--- config.mk ---
export PLATFORM = sky130hd
export DESIGN_NAME = playback_sequencer
export DESIGN_NICKNAME = d
export VERILOG_FILES = /design/src/rtl/playback_sequencer_pkg.sv /design/src/rtl/playback_sequencer_bcd_elapsed_timer.sv /design/src/rtl/playback_sequencer.sv
export SDC_FILE = /design/constraint.sdc
export NUM_CORES = 1
export LEC_CHECK = 0
export ABC_AREA = 1
export CORE_MARGIN = 2
export CORE_UTILIZATION = 47
export CTS_CLUSTER_SIZE = 16
export DETAILED_ROUTE_END_ITERATION = 10
export PLACE_DENSITY = 0.83
export SLEW_MARGIN = 20
export SYNTH_ARGS = -nofsm -noshare
export SYNTH_HDL_FRONTEND = slang
export SYNTH_SLANG_ARGS = --single-unit
--- constraint.sdc ---
create_clock -name clock -period 1.65 [get_ports clock]
set_input_delay 0.33 -clock clock [delete_from_list [all_inputs] [get_ports clock]]
set_output_delay 0.33 -clock clock [all_outputs]
set_load 0.05 [all_outputs]
--- src/rtl/playback_sequencer_pkg.sv ---
// Shared definitions for the music-player transport: state encodings,
// BCD digit width, the note ROM end marker and the song-index stepper.
package playback_sequencer_pkg;

  // Transport state; the display top decodes the same encodings.
  typedef enum logic [1:0] {
    STOP  = 2'd0,
    PLAY  = 2'd1,
    PAUSE = 2'd2
  } play_state_e;

  localparam int BCD_W  = 4;
  localparam int NOTE_W = 8;

  // Note code stored in the ROM after the last note of each song.
  localparam logic [NOTE_W-1:0] END_MARKER = 8'hFF;

  // Step a song index up or down by one, wrapping within 0..songs-1.
  function automatic logic [1:0] song_step(input logic [1:0] cur,
                                           input logic       up,
                                           input int         songs);
    logic [1:0] last;
    last = 2'(songs - 1);
    if (up) begin
      if (cur == last) begin
        song_step = 2'd0;
      end else begin
        song_step = cur + 2'd1;
      end
    end else begin
      if (cur == 2'd0) begin
        song_step = last;
      end else begin
        song_step = cur - 2'd1;
      end
    end
  endfunction

endpackage

--- src/rtl/playback_sequencer_bcd_elapsed_timer.sv ---
// Elapsed play time: a sub-second tick divider feeding an mm:ss BCD counter
// that counts 00:00..99:59 and then sticks at 99:59.
module bcd_elapsed_timer
  import playback_sequencer_pkg::*;
#(
  parameter int TICKS_PER_SEC = 8
) (
  input  logic             clock,
  input  logic             reset,
  input  logic             inc,
  input  logic             clear,
  output logic [BCD_W-1:0] bcd3,
  output logic [BCD_W-1:0] bcd2,
  output logic [BCD_W-1:0] bcd1,
  output logic [BCD_W-1:0] bcd0
);

  // A divider of one still needs a one-bit counter that is always at its last value.
  localparam int SUB_W = (TICKS_PER_SEC > 1) ? $clog2(TICKS_PER_SEC) : 1;
  localparam logic [SUB_W-1:0] SUB_LAST = SUB_W'(TICKS_PER_SEC - 1);

  logic [SUB_W-1:0] sub_q, sub_d;
  logic [BCD_W-1:0] m1_q, m1_d;
  logic [BCD_W-1:0] m0_q, m0_d;
  logic [BCD_W-1:0] s1_q, s1_d;
  logic [BCD_W-1:0] s0_q, s0_d;
  logic             at_max;

  assign at_max = (m1_q == 4'd9) && (m0_q == 4'd9) && (s1_q == 4'd5) && (s0_q == 4'd9);

  // Next-state for the divider and the ripple-carry BCD digits.
  always_comb begin
    sub_d = sub_q;
    m1_d  = m1_q;
    m0_d  = m0_q;
    s1_d  = s1_q;
    s0_d  = s0_q;
    if (clear) begin
      sub_d = {SUB_W{1'b0}};
      m1_d  = 4'd0;
      m0_d  = 4'd0;
      s1_d  = 4'd0;
      s0_d  = 4'd0;
    end else if (inc) begin
      if (sub_q == SUB_LAST) begin
        sub_d = {SUB_W{1'b0}};
        if (at_max) begin
          s0_d = s0_q;
        end else if (s0_q != 4'd9) begin
          s0_d = s0_q + 4'd1;
        end else begin
          s0_d = 4'd0;
          if (s1_q != 4'd5) begin
            s1_d = s1_q + 4'd1;
          end else begin
            s1_d = 4'd0;
            if (m0_q != 4'd9) begin
              m0_d = m0_q + 4'd1;
            end else begin
              m0_d = 4'd0;
              m1_d = m1_q + 4'd1;
            end
          end
        end
      end else begin
        sub_d = sub_q + SUB_W'(1);
      end
    end else begin
      sub_d = sub_q;
    end
  end

  // Time registers, cleared asynchronously.
  always_ff @(posedge clock or negedge reset) begin
    if (!reset) begin
      sub_q <= {SUB_W{1'b0}};
      m1_q  <= 4'd0;
      m0_q  <= 4'd0;
      s1_q  <= 4'd0;
      s0_q  <= 4'd0;
    end else begin
      sub_q <= sub_d;
      m1_q  <= m1_d;
      m0_q  <= m0_d;
      s1_q  <= s1_d;
      s0_q  <= s0_d;
    end
  end

  assign bcd3 = m1_q;
  assign bcd2 = m0_q;
  assign bcd1 = s1_q;
  assign bcd0 = s0_q;

endmodule

--- src/rtl/playback_sequencer.sv ---
// Transport controller: STOP/PLAY/PAUSE state, song selection and note-ROM
// address, advanced on beat ticks, with an mm:ss elapsed-time readout.
// SONGS is expected in 2..4 and TICKS_PER_SEC >= 1.
module playback_sequencer
  import playback_sequencer_pkg::*;
#(
  parameter int ADDR_W        = 8,
  parameter int SONGS         = 4,
  parameter int TICKS_PER_SEC = 8
) (
  input  logic              clock,
  input  logic              reset,
  input  logic              play_pause,
  input  logic              stop,
  input  logic              next,
  input  logic              prev,
  input  logic              beat_tick,
  input  logic              song_end,
  input  logic              repeat_en,
  output logic [1:0]        state,
  output logic [1:0]        song_sel,
  output logic [ADDR_W-1:0] note_addr,
  output logic              mute,
  output logic [BCD_W-1:0]  BCD3,
  output logic [BCD_W-1:0]  BCD2,
  output logic [BCD_W-1:0]  BCD1,
  output logic [BCD_W-1:0]  BCD0
);

  localparam logic [ADDR_W-1:0] ADDR_LAST = {ADDR_W{1'b1}};

  play_state_e       state_q, state_d;
  logic [1:0]        song_q, song_d;
  logic [ADDR_W-1:0] addr_q, addr_d;
  logic              mute_q, mute_d;
  logic              nav_one;
  logic              rewind;
  logic              time_inc;

  // Exactly one of next/prev; both together cancel and fall through.
  assign nav_one = next ^ prev;

  // Prioritised event decode: stop > next/prev > play_pause > beat_tick.
  always_comb begin
    state_d  = state_q;
    song_d   = song_q;
    addr_d   = addr_q;
    rewind   = 1'b0;
    time_inc = 1'b0;
    if (stop) begin
      state_d = STOP;
      rewind  = 1'b1;
    end else if (nav_one) begin
      song_d = song_step(song_q, next, SONGS);
      rewind = 1'b1;
    end else if (play_pause) begin
      case (state_q)
        STOP:    state_d = PLAY;
        PLAY:    state_d = PAUSE;
        PAUSE:   state_d = PLAY;
        default: state_d = STOP;
      endcase
    end else if (beat_tick && (state_q == PLAY)) begin
      // The last address is treated as an implicit end marker.
      if (song_end || (addr_q == ADDR_LAST)) begin
        rewind = 1'b1;
        if (repeat_en) begin
          state_d = PLAY;
        end else begin
          state_d = STOP;
        end
      end else begin
        addr_d   = addr_q + ADDR_W'(1);
        time_inc = 1'b1;
      end
    end else begin
      state_d = state_q;
    end

    if (rewind) begin
      addr_d = {ADDR_W{1'b0}};
    end else begin
      addr_d = addr_d;
    end

    mute_d = (state_d != PLAY);
  end

  // Transport FSM with registered outputs.
  always_ff @(posedge clock or negedge reset) begin
    if (!reset) begin
      state_q <= STOP;
      song_q  <= 2'd0;
      addr_q  <= {ADDR_W{1'b0}};
      mute_q  <= 1'b1;
    end else begin
      state_q <= state_d;
      song_q  <= song_d;
      addr_q  <= addr_d;
      mute_q  <= mute_d;
    end
  end

  bcd_elapsed_timer #(
    .TICKS_PER_SEC(TICKS_PER_SEC)
  ) u_timer (
    .clock(clock),
    .reset(reset),
    .inc  (time_inc),
    .clear(rewind),
    .bcd3 (BCD3),
    .bcd2 (BCD2),
    .bcd1 (BCD1),
    .bcd0 (BCD0)
  );

  assign state     = state_q;
  assign song_sel  = song_q;
  assign note_addr = addr_q;
  assign mute      = mute_q;

endmodule
## Word level (Yosys, flattened, before mapping)

Cells that the tools add are included.

- Flip-flop bits (word level): 32
- Input port bits: 9
- Output and inout bits: 29
- Word-level logic and storage cells: 111

- $add $sub $neg: 8
- Equal/unequal tests: 21
- Multiplexer cells: 54
- Bitwise operators: 2
- Reductions and logical operators: 17

Operator list:

| operator | number |
|---|---|
| $mux 4 | 25 |
| $mux 8 | 6 |
| $add 4x1->4 const B | 4 |
| $mux 2 | 8 |
| $eq 4x4->1 const B | 3 |
| $mux 1 | 11 |
| $ne 2x2->1 const B | 5 |
| $reduce_and 5->1 | 2 |
| $mux 3 | 3 |
| $add 8x1->8 const B | 1 |
| $eq 8x8->1 const B | 1 |
| $ne 2x1->1 const B | 4 |
| $ne 4x4->1 const B | 2 |
| $reduce_and 6->1 | 1 |
| $reduce_bool 2->1 | 3 |
| $eq 2x2->1 const B | 2 |
| $eq 4x3->1 const B | 1 |
| $logic_and 1x1->1 | 4 |
| $logic_not 2->1 | 2 |
| $ne 4x3->1 const B | 1 |
| $pmux 2 s2 | 1 |
| $reduce_and 4->1 | 1 |
| $add 3x1->3 const B | 1 |
| $eq 3x3->1 const B | 1 |
| other kinds (9) | 9 |

## Logic depth before layout (Yosys ltp)

- Word-level depth: 9
- Depth in mapped cells: 12
- Gate-level depth less buffers: 12

## Hierarchy

A second synthesis with hierarchy kept.

- Cells, all modules: 266
- Area, all modules: 2084.5 µm²

Modules (own cells, without submodules):

| module | instances | cells an instance | area an instance (µm²) |
|---|---|---|---|
| bcd_elapsed_timer | 1 | 149 | 1196.1 |
| playback_sequencer | 1 | 117 | 888.4 |

## Worst setup path after synthesis

OpenSTA, ideal clock, no wires.

- Path type: register -> register
- From: reg addr_q[1], in the netlist note_addr[1]
- To: reg u_timer.m0_q[0], in the netlist u_timer.bcd2[0]
- Library setup time: 0.118 ns
- Arrival time: 1.838 ns
- Required time: 1.532 ns
- Slack: -0.306 ns
- Cell stages (with the launch flop): 11
- Clock period less this slack: 1.956 ns
- Cell sequence: dfrtp_1 -> ha_1 -> inv_1 -> nor2_2 -> nand2_2 -> nand3_4 -> nand2_4 -> o21ai_2 -> nand3_2 -> nand2_1 -> nand2_1

- Longest elaborated chain between the ends: 9
- Elaborated cells on any way between the ends: 19
- Those cells by class: 4 x eq/ne; 11 x mux; 4 x reduce/logical

RTL lines:

| item | line | RTL |
|---|---|---|
| start, declared | playback_sequencer.sv:34 | `logic [ADDR_W-1:0] addr_q, addr_d;` |
| start signal, assigned | playback_sequencer.sv:94 | `addr_q <= {ADDR_W{1'b0}};` |
| start signal, assigned | playback_sequencer.sv:99 | `addr_q <= addr_d;` |
| $eq 8x8->1 * | playback_sequencer.sv:65 | `if (song_end \|\| (addr_q == ADDR_LAST)) begin` |
| $logic_or 1x1->1 * | playback_sequencer.sv:65 |  |
| $mux 1 | playback_sequencer.sv:65 |  |
| $mux 1 | playback_sequencer.sv:63 | `end else if (beat_tick && (state_q == PLAY)) begin` |
| $mux 1 | playback_sequencer.sv:56 | `end else if (play_pause) begin` |
| $mux 1 | playback_sequencer.sv:53 | `end else if (nav_one) begin` |
| $mux 1 | playback_sequencer.sv:50 | `if (stop) begin` |
| $ne 2x2->1 (no line) or $reduce_bool 2->1 (tied branches) | n/a |  |
| $reduce_and 5->1 (no line) | n/a |  |
| end signal, assigned | playback_sequencer_bcd_elapsed_timer.sv:84 | `m0_q <= m0_d;` |
| end, declared | playback_sequencer_bcd_elapsed_timer.sv:24 | `logic [BCD_W-1:0] m0_q, m0_d;` |

Mark *: on every way between the ends. The rest lies on a longest branch, timed or not.
A chain may end at the register's enable or synchronous reset.

## Final worst setup path

- From: reg addr_q[0], in the netlist note_addr[0]
- To: reg u_timer.s1_q[3], in the netlist u_timer.bcd1[3]

- Longest elaborated chain between the ends: 9
- Elaborated cells on any way between the ends: 18
- Those cells by class: 3 x eq/ne; 11 x mux; 4 x reduce/logical

RTL lines:

| item | line | RTL |
|---|---|---|
| $eq 8x8->1 * | playback_sequencer.sv:65 |  |
| $logic_or 1x1->1 * | playback_sequencer.sv:65 |  |
| $mux 1 | playback_sequencer.sv:65 |  |
| $mux 1 | playback_sequencer.sv:63 |  |
| $mux 1 | playback_sequencer.sv:56 |  |
| $mux 1 | playback_sequencer.sv:53 |  |
| $mux 1 | playback_sequencer.sv:50 |  |
| $ne 2x2->1 (no line) or $reduce_bool 2->1 (tied branches) | n/a |  |
| $reduce_and 4->1 (no line) | n/a |  |
| end signal, assigned | playback_sequencer_bcd_elapsed_timer.sv:79 | `s1_q <= 4'd0;` |
| end signal, assigned | playback_sequencer_bcd_elapsed_timer.sv:85 | `s1_q <= s1_d;` |
| end, declared | playback_sequencer_bcd_elapsed_timer.sv:25 | `logic [BCD_W-1:0] s1_q, s1_d;` |

Marks and branches as above.

==> results by group <==
Run status
  – Outcome: complete, but fails checks
  – Failing checks: negative setup slack

Critical path
  – FF-to-FF path depth: 11
  – Critical path class: flip-flop to flip-flop
  – Reg2Reg Setup Slack: -0.02 ns
  – CP Capture Type: flip-flop
  – Worst r2r dst: u_timer.bcd1[3]
  – Data required, critical path: 1.83 ns
  – Worst EP arrival: 1.85 ns
  – Worst-path maximum fanout: 8
  – Worst R2R Start: note_addr[0]
  – Critical Path End: u_timer.bcd1[3]
  – Setup crit start: note_addr[0]
  – Critical Path Start Type: flip-flop

Clock network
  – CTS clk-pin slew, worst paths: 0.07 ns
  – Clk buf depth: 2
  – CTS tree: done
  – Clk root buf: clkbuf_8
  – Clk sink count: 32
  – CTS buffer count: 5
  – Worst skew pair latency: 0.29 ns
  – Hold_buf cts: 0
  – CTS HTree Levels: 2

Power and ir drop
  – Net Sw Frac: 0.395
  – Net switching power figure: 1.17 mW
  – Combinational power share: 0.458
  – Static leakage: 1.49 nW
  – Clock power share: 0.214
  – Internal: 1.78 mW
  – Sequential share of power: 0.328
  – Final Total Pwr: 2.95 mW
  – Max IR drop VDD: 848 µV
  – Pwr/cell area: 938 nW/µm²

Global routing
  – Vias in the first global route: 1,918
  – Antenna violations before repair: 0
  – Overall global routing resource usage: 0.211
  – First-pass GRT wire length: 8330 µm
  – Total gr overflow: 0
  – Largest net degree at the start of global routing: 33

Yosys
  – Unique masters post-synth: 29
  – YS warnings: 0
  – Post-synthesis mux area share: 0
  – Part of the Yosys area used for sequential elements: 0.395
  – Post-Synth Adder-Cell Area: 0.0678
  – Synth Area in Compound Gates: 0.0752
  – Synth Cell Area: 2030 µm²
  – Synth Area in Simple Gates: 0.355
  – Post-Synth XOR/XNOR Area: 0.0432
  – Syn Inst Count: 250
  – Main combinational cell family by area after synthesis: simple AND/OR/NAND/NOR gates
  – Yosys reg bits: 32
  – Post-synth net total: 270
  – Syn_area_per_cell: 8.12 µm²

Timing
  – Worst-margin pin slew: 0.241 ns
  – RSZ-0062 raised after global routing: yes
  – Worst hold slack: 0.401 ns
  – Final WS setup: -0.0219 ns
  – Total Neg Setup Slack: -0.0219 ns
  – Slew HR: 0.838
  – Setup-failing EPs final: 1
  – Max Fclk: 598 MHz
  – Fin. max-slew vios: 0
  – Final Critical Period: 1.67 ns
  – Final Hold Fails: 0
  – Period utilization: 1.01
  – Clock Skew: 0.00638 ns

Job
  – Max Cap Viol: 0

Drt
  – # DRC: 0
  – DRT iter0 DRCs: 152
  – Via Count: 2,000
  – ANT nets after route: 0
  – Post-DR wirelength/cell: 14.5 µm
  – Drt pass-1 iters: 4
  – Post-DR vias/cell: 5.26
  – WL final: 5520 µm

Finish
  – ANT cells: 0
  – Layout cells sized above 1: 0.418
  – Nets: 349
  – Area growth from synthesis to layout: 55.1%
  – Final Cell Area: 3150 µm²
  – # fillers: 250

Worst hold path
  – HP Class: primary input to asynchronous set/reset pin

Die
  – Die area: 4860 µm²
  – Die width: 69.7 µm
  – Starting density of the core: 0.497
  – Core Area: 4090 µm²
  – IO Pins: 38
  – Die height: 69.7 µm
  – Rows: 23

Placement
  – I/O Buffers: 37
  – DP Worst Slack: -0.293 ns
  – DP Area: 2840 µm²
  – DP HPWL: 3470 µm
  – Placer Congestion: 0.822
cells by family (layout without fill, tap and decap cells):
| kind of cell | count (synthesis) | after routing |
|---|---|---|
| adder cells (fa/ha/maj) | 11 | 11 |
| buffers and inverters | 31 | 110 |
| flip-flops | 32 | 32 |
| AO/OA/AOI/OAI | 29 | 29 |
| AND/OR/NAND/NOR | 137 | 138 |
| XOR/XNOR | 10 | 10 |
worst min-delay path by stage:
stage                     start                to  slack, ns  cells after the start
floorplan                 reset      note_addr[0]       0.03                      0
global placement    song_sel[1]       song_sel[1]       0.46                      1
detailed placement  song_sel[1]       song_sel[1]       0.48                      1
CTS                       reset      note_addr[4]       0.41                      2
global route              reset  u_timer.sub_q[0]       0.43                      2
finish                    reset      note_addr[4]       0.40                      2
cell usage after synthesis:
library cell | count | area (µm²)
a21oi_1 | 12 | 60.1
buf_2 | 1 | 5.00
buf_8 | 1 | 15.0
dfrtp_1 | 31 | 776
dfstp_2 | 1 | 26.3
ha_1 | 11 | 138
inv_1 | 28 | 105
inv_2 | 1 | 3.75
nand2_1 | 57 | 214
nand2_2 | 3 | 18.8
nand2_4 | 6 | 67.6
nand3_1 | 11 | 55.1
nand3_2 | 2 | 20.0
nand3_4 | 1 | 17.5
nand3b_1 | 1 | 7.51
nand3b_4 | 1 | 20.0
nand4_1 | 12 | 75.1
nor2_1 | 27 | 101
nor2_2 | 3 | 18.8
nor2_4 | 2 | 22.5
nor2_8 | 1 | 20.0
nor3_1 | 5 | 25.0
nor3b_2 | 1 | 12.5
o21ai_0 | 10 | 50.1
o21ai_1 | 5 | 25.0
o21ai_2 | 2 | 17.5
or2_0 | 4 | 25.0
xnor2_1 | 2 | 17.5
xor2_1 | 8 | 70.1
cell usage in the layout (no fill, tap or decap), types with 7 or more instances in the layout:
cell type and instances:
nand2_2 9, dfrtp_1 15, inv_2 7, ha_1 7
dfrtp_2 16, nand2_1 50, buf_12 19, a21oi_1 12
o21ai_0 9, nand4_1 12, inv_1 21, buf_4 45
xor2_1 8, nand3_1 10, nor2_1 23
final cells by class:
cell class | count | area (µm²) | area share
clock buffers | 6 | 82.6 | 0.0262
repair buffers | 73 | 807 | 0.256
flip-flops and latches | 32 | 822 | 0.261
well taps | 50 | 62.6 | 0.0199
clock inverters | 2 | 10.0 | 0.00318
inverters | 29 | 116 | 0.0370
multi-input cells | 188 | 1250 | 0.396
metrics by stage:
stage           util  cells
5_1_grt        0.770    380
3_5_place_dp   0.694    363
6_report       0.770    380
4_1_cts        0.719    371
2_1_floorplan      -    250
3_3_place_gp   0.694    363
layer usage:
metal / share of wire / routed length (µm) / vias up / track usage
met1: 0.41 / 2240 / 953 / 0.249
met5: 0 / 0 / - / 0
met3: 0.054 / 301 / 17 / 0.0538
met4: 0.027 / 149 / 0 / 0.0962
li1: - / - / 965 / -
met2: 0.51 / 2830 / 65 / 0.361
repair_timing:
action                                  in CTS  in global routing
pin swaps                                    3                 21
buffers inserted                             0                  8
cloned                                       0                  1
endpoints found under the setup margin       6                 21
gates resized for setup                      4                 31
sequential cells by signal, indices dropped and copies added (netlist names):
| signal | count |
|---|---|
| note_addr | 8 |
| mute | 1 |
| u_timer.bcd2 | 4 |
| u_timer.bcd3 | 4 |
| u_timer.sub_q | 3 |
| u_timer.bcd0 | 4 |
| u_timer.bcd1 | 4 |
| song_sel | 2 |
| state | 2 |
power by group through the flow:
| stage | Sequential [mW] | Clock, mW | Combinational, mW |
|---|---|---|---|
| after CTS | 0.954 | 0.634 | 1.23 |
| after global routing | 0.980 | 0.685 | 1.43 |
| after global placement | 0.960 | 0 | 1.19 |
| after floorplan | 1.33 | 0 | 0.321 |
| final | 0.969 | 0.632 | 1.35 |
| after detailed placement | 0.967 | 0 | 1.22 |
worst max-delay path, stage by stage (launching register included):
cell     delay (ns)
dfrtp_2        0.40
ha_4           0.16
inv_2          0.04
nor2_2         0.11
nand2_2        0.11
nand3_4        0.12
nand2_8        0.10
o21ai_4        0.12
buf_12         0.15
nand2_8        0.06
nand2_1        0.09
o21ai_1        0.08
No activity file was read; power rests on OpenSTA's default activity.
